**config.mk**
```make
export PLATFORM = sky130hd
export DESIGN_NAME = mem_stage_ctrl
export DESIGN_NICKNAME = d
export VERILOG_FILES = /design/src/rtl/mem_stage_ctrl_pkg.sv /design/src/rtl/mem_stage_ctrl_wait_timer.sv /design/src/rtl/mem_stage_ctrl.sv
export SDC_FILE = /design/constraint.sdc
export NUM_CORES = 1
export LEC_CHECK = 0
export CORE_UTILIZATION = 45
export CTS_CLUSTER_DIAMETER = 60
export DETAILED_ROUTE_END_ITERATION = 10
export GPL_TIMING_DRIVEN = 0
export PLACE_DENSITY_LB_ADDON = 0.12
export SYNTH_ARGS = -nofsm -noshare
export SYNTH_HDL_FRONTEND = slang
export SYNTH_SLANG_ARGS = --single-unit
```
**constraint.sdc**
```tcl
create_clock -name clk_i -period 3.8 [get_ports clk_i]
set_input_delay 0.57 -clock clk_i [delete_from_list [all_inputs] [get_ports clk_i]]
set_output_delay 0.57 -clock clk_i [all_outputs]
set_load 0.01 [all_outputs]
```
**src/rtl/mem_stage_ctrl_pkg.sv**
```systemverilog
// +--------------------------------------------------------------------+
// | mem_stage_ctrl_pkg: shared FSM encoding and M-bit indices. Rev 1.0 |
// +--------------------------------------------------------------------+
`default_nettype none

package mem_stage_ctrl_pkg;

  typedef enum logic [1:0] {
    IDLE = 2'd0,
    WAIT = 2'd1,
    DONE = 2'd2
  } state_e;

  localparam int M_READ      = 1;
  localparam int M_WRITE     = 0;
  localparam int TIMEOUT_DEF = 64;

  function automatic logic is_access(input logic [1:0] m);
    return m[M_READ] | m[M_WRITE];
  endfunction

  // Both bits set is undefined in the ISA; it is executed as a store and flagged.
  function automatic logic is_illegal(input logic [1:0] m);
    return m[M_READ] & m[M_WRITE];
  endfunction

endpackage

`default_nettype wire

```
**src/rtl/mem_stage_ctrl_wait_timer.sv**
```systemverilog
// +--------------------------------------------------------------------+
// | mem_wait_timer: WAIT-cycle counter with timeout compare. Rev 1.0   |
// +--------------------------------------------------------------------+
`default_nettype none

module mem_wait_timer
  import mem_stage_ctrl_pkg::*;
#(
  parameter int TIMEOUT = TIMEOUT_DEF,
  parameter int CNT_W   = 7
) (
  input  logic clk_i,
  input  logic rst_i,
  input  logic clear_i,
  input  logic enable_i,
  output logic expired_o
);

  localparam logic [CNT_W-1:0] LAST = CNT_W'(TIMEOUT - 1);

  logic [CNT_W-1:0] count_q;
  logic [CNT_W-1:0] count_d;

  always_comb begin
    count_d = count_q;
    if (clear_i) begin
      count_d = '0;
    end else if (enable_i && !expired_o) begin
      count_d = count_q + CNT_W'(1);
    end
  end

  always_ff @(posedge clk_i or negedge rst_i) begin
    if (!rst_i) begin
      count_q <= '0;
    end else begin
      count_q <= count_d;
    end
  end

  // The count equals the index of the current WAIT cycle, so this flags the last allowed one.
  assign expired_o = (count_q == LAST);

endmodule

`default_nettype wire

```
**src/rtl/mem_stage_ctrl.sv**
```systemverilog
// +--------------------------------------------------------------------+
// | mem_stage_ctrl: MEM-stage req/ack access controller. Rev 1.0       |
// +--------------------------------------------------------------------+
`default_nettype none

module mem_stage_ctrl
  import mem_stage_ctrl_pkg::*;
#(
  parameter int DATA_W  = 32,
  parameter int TIMEOUT = TIMEOUT_DEF,
  parameter int CNT_W   = 7
) (
  input  logic              clk_i,
  input  logic              rst_i,
  input  logic [1:0]        m_i,
  input  logic [DATA_W-1:0] addr_i,
  input  logic [DATA_W-1:0] wdata_i,
  output logic              stall_o,
  output logic [DATA_W-1:0] rdata_o,
  output logic              rdata_valid_o,
  output logic              err_o,
  output logic              mem_req_o,
  output logic              mem_we_o,
  output logic [DATA_W-1:0] mem_addr_o,
  output logic [DATA_W-1:0] mem_wdata_o,
  input  logic              mem_ack_i,
  input  logic [DATA_W-1:0] mem_rdata_i
);

  state_e            state_q, state_d;
  logic              req_q, req_d;
  logic              we_q, we_d;
  logic [DATA_W-1:0] addr_q, addr_d;
  logic [DATA_W-1:0] wdata_q, wdata_d;
  logic [DATA_W-1:0] rdata_q, rdata_d;
  logic              valid_q, valid_d;
  logic              err_q, err_d;

  logic              access;
  logic              stall;
  logic              tmr_clear;
  logic              tmr_enable;
  logic              tmr_expired;

  assign access = is_access(m_i);

  mem_wait_timer #(
    .TIMEOUT (TIMEOUT),
    .CNT_W   (CNT_W)
  ) u_wait_timer (
    .clk_i     (clk_i),
    .rst_i     (rst_i),
    .clear_i   (tmr_clear),
    .enable_i  (tmr_enable),
    .expired_o (tmr_expired)
  );

  always_comb begin
    state_d    = state_q;
    req_d      = req_q;
    we_d       = we_q;
    addr_d     = addr_q;
    wdata_d    = wdata_q;
    rdata_d    = rdata_q;
    valid_d    = 1'b0;
    err_d      = err_q;
    stall      = 1'b0;
    tmr_clear  = 1'b1;
    tmr_enable = 1'b0;

    unique case (state_q)
      IDLE: begin
        stall = access;
        if (access) begin
          state_d = WAIT;
          req_d   = 1'b1;
          we_d    = m_i[M_WRITE];
          addr_d  = addr_i;
          wdata_d = wdata_i;
          if (is_illegal(m_i)) begin
            err_d = 1'b1;
          end
        end
      end

      WAIT: begin
        stall     = 1'b1;
        tmr_clear = 1'b0;
        if (mem_ack_i) begin
          state_d = DONE;
          req_d   = 1'b0;
          if (!we_q) begin
            rdata_d = mem_rdata_i;
            valid_d = 1'b1;
          end
        end else if (tmr_expired) begin
          // Abort: a dead load returns zero so MEM/WB never sees stale data.
          state_d = DONE;
          req_d   = 1'b0;
          err_d   = 1'b1;
          if (!we_q) begin
            rdata_d = '0;
          end
        end else begin
          tmr_enable = 1'b1;
        end
      end

      // EX/MEM still shows the finished request here; it is deliberately not sampled.
      DONE: begin
        state_d = IDLE;
      end

      default: begin
        state_d = IDLE;
        req_d   = 1'b0;
      end
    endcase
  end

  always_ff @(posedge clk_i or negedge rst_i) begin
    if (!rst_i) begin
      state_q <= IDLE;
      req_q   <= 1'b0;
      we_q    <= 1'b0;
      addr_q  <= '0;
      wdata_q <= '0;
      rdata_q <= '0;
      valid_q <= 1'b0;
      err_q   <= 1'b0;
    end else begin
      state_q <= state_d;
      req_q   <= req_d;
      we_q    <= we_d;
      addr_q  <= addr_d;
      wdata_q <= wdata_d;
      rdata_q <= rdata_d;
      valid_q <= valid_d;
      err_q   <= err_d;
    end
  end

  // Gated by reset so a request still held in EX/MEM cannot stall during reset.
  assign stall_o       = rst_i & stall;
  assign rdata_o       = rdata_q;
  assign rdata_valid_o = valid_q;
  assign err_o         = err_q;
  assign mem_req_o     = req_q;
  assign mem_we_o      = we_q;
  assign mem_addr_o    = addr_q;
  assign mem_wdata_o   = wdata_q;

endmodule

`default_nettype wire

```
==> impl_metrics.csv, run 1 <==
group,metric,value,unit
synth,syn-mean-instance-area,14.5,um^2
placed_design,portBuffers,201,
floorplanning,start_util,0.471,
sta,timing.hold.ws,0.200,ns
synth,synth_ff_type,"dfrtp_1",
sta,worst_slack,1.31,ns
global_route,grt_pass1_wl,17100,um
power_and_ir_drop,p_total,0.00534,W
route,wl_met1,4150,um
layout,syn_to_final_growth,54.4,%
floorplanning,die-area,0.0102,mm^2
sta,rsz0062_at_grt,"false",
route,viasPerCell,5.11,
hold_path,hp-class,"input pin to asynchronous set/reset pin",
sta,slew_headroom,0.574,
synth,async_flop_share,1.00,
sta,period_minus_slack,2.49,ns
route,wl_per_cell,16.7,um
setup_path,crit_type,"input pin to output pin",
setup_path,worstPathMaxFanout,50,
power_and_ir_drop,ir_drop,0.431,mV
floorplanning,die_w,101,um
placed_design,dp_hpwl,8160,um
route,wl_met3,1040,um
setup_path,critPathLaunchType,"input pin",
cts,cts_tree,"done",
cts,clockBufferDepth,2,
synth,yosys_warnings,0,
layout,drive_above_1_share,0.195,
synth,yosysUniqueCellTypes,34,
sta,setup_viol,0,
status,status,"finished clean",
placed_design,place.gp.congestion,0.718,
floorplanning,core-area,0.00937,mm^2
cts,cts_setup_buffers,0,
synth,syn_nets,407,
cts,clkLatencyLatePin,0.37,ns
global_route,first_global_vias,3567,
setup_path,setup.worst_path.end_class,"output pin",
sta,max_freq,0.402,GHz
floorplanning,rows,35,
synth,synth_area_leaders,"dfrtp_1, mux2_2, a22o_1",
sta,clock-skew-final,0.0100,ns
setup_path,cp.required,3.23,ns
setup_path,worst_ep_arrival_time,1.92,ns
cts,cts-htree-levels,3,
synth,synth_edf_count,0,
cts,clkTransAtPathRegs,0.11,ns
power_and_ir_drop,swShare,0.318,
synth,synth_top_area_cell,"dfrtp_1",
global_route,grt.overflow.total,0,
sta,fin_tns_setup,0,ns
sta,period_share,0.655,
placed_design,pre_cts_slack,1.25,ns
route,first_pass_iters,4,
cts,hold_buffers,0,
route,routed.top_layer,"met4",
sta,final-hold-violation-count,0,
power_and_ir_drop,intPower,0.00364,W
global_route,grt_antenna_before_repair,0,
route,antenna_left,0,
power_and_ir_drop,power.density,783,mW/mm^2
job,cap_violations,0,
floorplanning,ios,202,
layout,layout.nets,620,
global_route,grt_max_degree,62,
floorplanning,die_y,101,um
synth,synthCells,305,
sta,final-max-slew-violation-count,0,
route,vias,3333,
power_and_ir_drop,p_clk_frac,0.137,
synth,yosys.area.top_type_share,0.618,
sta,tightest_slew,0.638,ns
power_and_ir_drop,total_leakage_power,2.84,nW
power_and_ir_drop,seqPwrFrac,0.368,
synth,syn_area,0.00442,mm^2
cts,clock-root-buffer,"clkbuf_8",
power_and_ir_drop,combinationalPowerShare,0.496,
route,wirelength,10900,um
power_and_ir_drop,p_switching,0.00170,W
cts,cts_inserted_buffers,9,
cts,clkSinkCount,109,
route,drc,0,
synth,synth_seq_cells,109,
route,wl_met2,5490,um
synth,ys_seq_area_frac,0.618,
layout,diodes,0,
route,drtIter0Drc,65,
cts,cts_resized,0,
global_route,track_usage,0.221,
==> layout by cell type, fill, tap and decap left out, types with 2 or more instances in the layout <==
master           count
clkdlybuf4s50_1    200
dfrtp_1            109
mux2_2              64
a21o_1              34
a22o_1              32
buf_2                9
nand2_1              9
clkbuf_8             9
buf_4                6
buf_6                4
nor2b_1              3
o21ai_0              3
mux2i_1              3
inv_1                3
inv_6                3
nor3_1               2
clkbuf_1             2
nand3_1              2
a31oi_1              2
nand2b_1             2
==> critical path, cell delays in order <==
cell	delay, ns
buf_4	0.49
nor3b_1	0.26
clkdlybuf4s50_1	0.57
==> cells by family after synthesis <==
logic type	Yosys count	share of synthesized area
buffers and inverters	23	0.0331
and+or+nand+nor	25	0.0320
muxes	67	0.170
AOI/OAI and AO/OA	80	0.144
DFF	109	0.618
adders and majority gates	1	0.00283
==> registers in the layout, indices dropped and copies added (netlist names) <==
signal / count
mem_addr_o: 32
mem_wdata_o: 32
rdata_o: 32
u_wait_timer.count_q: 7
state_q: 2
err_o: 1
mem_req_o: 1
mem_we_o: 1
rdata_valid_o: 1
==> cell usage after synthesis, drive strengths merged, types with 3 or more instances <==
| master | number |
|---|---|
| dfrtp | 109 |
| mux2 | 64 |
| a21o | 34 |
| a22o | 32 |
| buf | 18 |
| nand2 | 9 |
| inv | 3 |
| mux2i | 3 |
| nor2b | 3 |
| o21ai | 3 |
==> layout make-up <==
cell class                 count  area (um^2)
sequential                   109         2730
fill                         696         2550
timing repair buffer         202         2040
multi-input combinational    173         1540
tap                          129          161
buffer                        20          135
clock buffer                   9          124
clock inverter                 7         80.1
inverter                       3         11.3
==> power groups by stage <==
stage	Combinational [W]	Clock, W	Sequential, W
after floorplan	0.00109	0	0.00219
after global placement	0.00262	0	0.00195
after detailed placement	0.00267	0	0.00199
after CTS	0.00269	0.000753	0.00197
after global routing	0.00284	0.000796	0.00204
final	0.00265	0.000730	0.00196
==> per-layer routing <==
metal  vias up  global-route usage
met2       138               0.375
met5         -                   0
met1      1639               0.254
met3        15              0.0915
li1       1541                   -
met4         0              0.0691
==> per-stage QoR <==
step                utilization  std cells  area [um^2]
floorplan                     -        305         4420
global placement          0.703        635         6590
detailed placement        0.706        636         6620
CTS                       0.728        652         6820
global route              0.728        652         6820
finish                    0.728        652         6820
==> final timing paths <==
| kind | to | cells past startpoint | startpoint | slack (ns) |
|---|---|---|---|---|
| max | stall_o | 3 | rst_i | 1.31 |
| min | rdata_o[25] | 1 | rst_i | 0.20 |
| min in group clk_i | err_o | 1 | err_o | 0.49 |
| min reg2reg | err_o | 1 | err_o | 0.49 |
| max reg2reg | mem_addr_o[30] | 5 | state_q[1] | 2.01 |
| max in group asynchronous | rdata_o[9] | 2 | rst_i | 2.86 |
Power figures use the tool's default switching activity.
==> inputs of run 2 (changes only) <==
--- a/config.mk
+++ b/config.mk
@@ -5,7 +5,7 @@
 export SDC_FILE = /design/constraint.sdc
 export NUM_CORES = 1
 export LEC_CHECK = 0
-export CORE_UTILIZATION = 45
+export CORE_UTILIZATION = 37
 export CTS_CLUSTER_DIAMETER = 60
 export DETAILED_ROUTE_END_ITERATION = 10
 export GPL_TIMING_DRIVEN = 0
==> constraint.sdc (replaced) <==
create_clock -name clk_i -period 2 [get_ports clk_i]
set_input_delay 0.3 -clock clk_i [delete_from_list [all_inputs] [get_ports clk_i]]
set_output_delay 0.3 -clock clk_i [all_outputs]
set_load 0.01 [all_outputs]
==> run 2 against run 1 <==
Net effect:
- the flow now finishes with violations (DRC)
- worst hold slack better by 0.26 ns
- setup slack worse by 1.1 ns
- critical path depth up 2
- sequential share of layout area down 0.70 points
- cell count up 2.3%
- non-clock buffer count up 3
- critical path type is now register to register
- highest routed layer unchanged
==> impl_metrics.csv, run 2 (same netlist as run 1, synthesis figures left out) <==
group,metric,value,unit
sta,period_minus_slack,1.84,ns
sta,final-hold-violation-count,0,
layout,ff_latch_area,0.00273,mm^2
global_route,grt_antenna_before_repair,0,
floorplanning,start_util,0.384,
cts,cts-htree-levels,3,
sta,timing.hold.ws,0.464,ns
status,violations,"DRC",
sta,tightest_slew,0.464,ns
power_and_ir_drop,ir_drop,0.823,mV
setup_path,crit_buf_inv,2,
power_and_ir_drop,power.density,1500,mW/mm^2
setup_path,crit_type,"register to register",
status,status,"finished, violations left",
sta,setup_viol,0,
route,wl_per_cell,16.6,um
route,first_pass_iters,7,
route,viasPerCell,5.01,
sta,slew_headroom,0.691,
global_route,track_usage,0.187,
setup_path,worstPathMaxFanout,10,
cts,cts_inserted_buffers,9,
cts,cts_tree,"done",
power_and_ir_drop,intPower,0.00723,W
global_route,grt_max_degree,71,
layout,filler_cell_count,953,
cts,clock-root-buffer,"clkbuf_16",
sta,worst_slack,0.162,ns
layout,layout_commonest_cell,"clkdlybuf4s50_1",
power_and_ir_drop,seqPwrFrac,0.360,
cts,clkSinkCount,109,
sta,max_freq,0.544,GHz
sta,rsz0062_at_grt,"false",
global_route,first_global_vias,3507,
route,vias,3343,
setup_path,cp.required,2.23,ns
floorplanning,die_y,111,um
power_and_ir_drop,total_leakage_power,2.91,nW
job,cap_violations,0,
setup_path,worst_ep_arrival_time,2.06,ns
cts,clkLatencyLatePin,0.35,ns
floorplanning,ios,202,
setup_path,path_common_cell,"buf_4",
route,drc,28,
layout,diodes,0,
setup_path,setup.worst_path.end_class,"register",
power_and_ir_drop,combinationalPowerShare,0.481,
route,antenna_left,0,
setup_path,slowest_stage,"dfrtp_1",
global_route,grt.overflow.total,0,
placed_design,place.gp.congestion,0.771,
setup_path,r2r_setup_slack,0.16,ns
power_and_ir_drop,p_clk_frac,0.158,
sta,final-max-slew-violation-count,0,
floorplanning,die_w,111,um
placed_design,portBuffers,201,
layout,syn_to_final_growth,57.2,%
cts,clockBufferDepth,2,
floorplanning,core-area,0.0115,mm^2
global_route,grt_pass1_wl,18000,um
cts,cts_setup_buffers,0,
setup_path,critPathLaunchType,"register",
floorplanning,rows,39,
placed_design,pre_cts_slack,-0.0921,ns
sta,clock-skew-final,0.00667,ns
setup_path,critPathMaxStageDelay,0.46,ns
setup_path,critPathTopFamily,"flip-flops",
layout,multiInputGateArea,0.00154,mm^2
setup_path,cp_cell_sequence,"nor2_1 -> o21a_1 -> buf_4 -> buf_4 -> mux2_2",
route,drtIter0Drc,127,
cts,clkTransAtPathRegs,0.07,ns
sta,period_share,0.919,
route,wirelength,11100,um
floorplanning,die-area,0.0124,mm^2
hold_path,hp-class,"register to register",
placed_design,dp_hpwl,8090,um
power_and_ir_drop,swShare,0.305,
layout,drive_above_1_share,0.193,
layout,layout.nets,623,
power_and_ir_drop,p_switching,0.00318,W
layout,final_cell_mix,"clkdlybuf4s50_1, dfrtp_1, mux2_2",
[run 2: final cells by class]
class                      count  share of cell area
multi-input combinational    173               0.222
clock buffer                  12              0.0369
timing repair buffer         205               0.300
inverter                       3             0.00162
sequential                   109               0.393
tap                          143              0.0258
buffer                        20              0.0195
clock inverter                 2             0.00144
[run 2: repair_timing]
action	in CTS	in global routing
gates resized for setup	0	2
endpoints found under the setup margin	0	1
hold endpoints to repair	39	0
hold buffers	3	0
[run 2: power groups by stage]
stage / clock network (W) / registers (W) / logic (W)
2_1_floorplan: 0 / 0.00416 / 0.00208
3_3_place_gp: 0 / 0.00372 / 0.00499
3_5_place_dp: 0 / 0.00378 / 0.00506
4_1_cts: 0.00170 / 0.00376 / 0.00510
5_1_grt: 0.00178 / 0.00388 / 0.00536
6_report: 0.00165 / 0.00375 / 0.00501
[run 2: routing by layer]
metal	share of wire	up-vias	wire length [um]	track usage
li1	-	1549	-	-
met1	0.42	1638	4670	0.225
met2	0.46	139	5070	0.293
met3	0.099	17	1100	0.0755
met4	0.023	0	250	0.0847
met5	0	-	0	0
[run 2: final timing paths]
path / start / end / cells after the start
min in group asynchronous: rst_i / rdata_o[28] / 3
hold reg to reg: err_o / err_o / 1
setup reg to reg: state_q[1] / mem_wdata_o[1] / 5
setup / recovery: state_q[1] / mem_wdata_o[1] / 5
max in group asynchronous: rst_i / mem_addr_o[23] / 3
hold / removal: err_o / err_o / 1
[run 2: metrics by stage]
| stage | setup TNS (ns) | cells | power (W) | cell area (um^2) | util |
|---|---|---|---|---|---|
| 2_1_floorplan | 0 | 305 | 0.00624 | 4420 | - |
| 3_3_place_gp | -404.53 | 649 | 0.00871 | 6610 | 0.574 |
| 3_5_place_dp | -2.74 | 650 | 0.00884 | 6630 | 0.576 |
| 4_1_cts | 0 | 667 | 0.0106 | 6940 | 0.603 |
| 5_1_grt | 0 | 667 | 0.0110 | 6940 | 0.603 |
| 6_report | 0 | 667 | 0.0104 | 6940 | 0.603 |
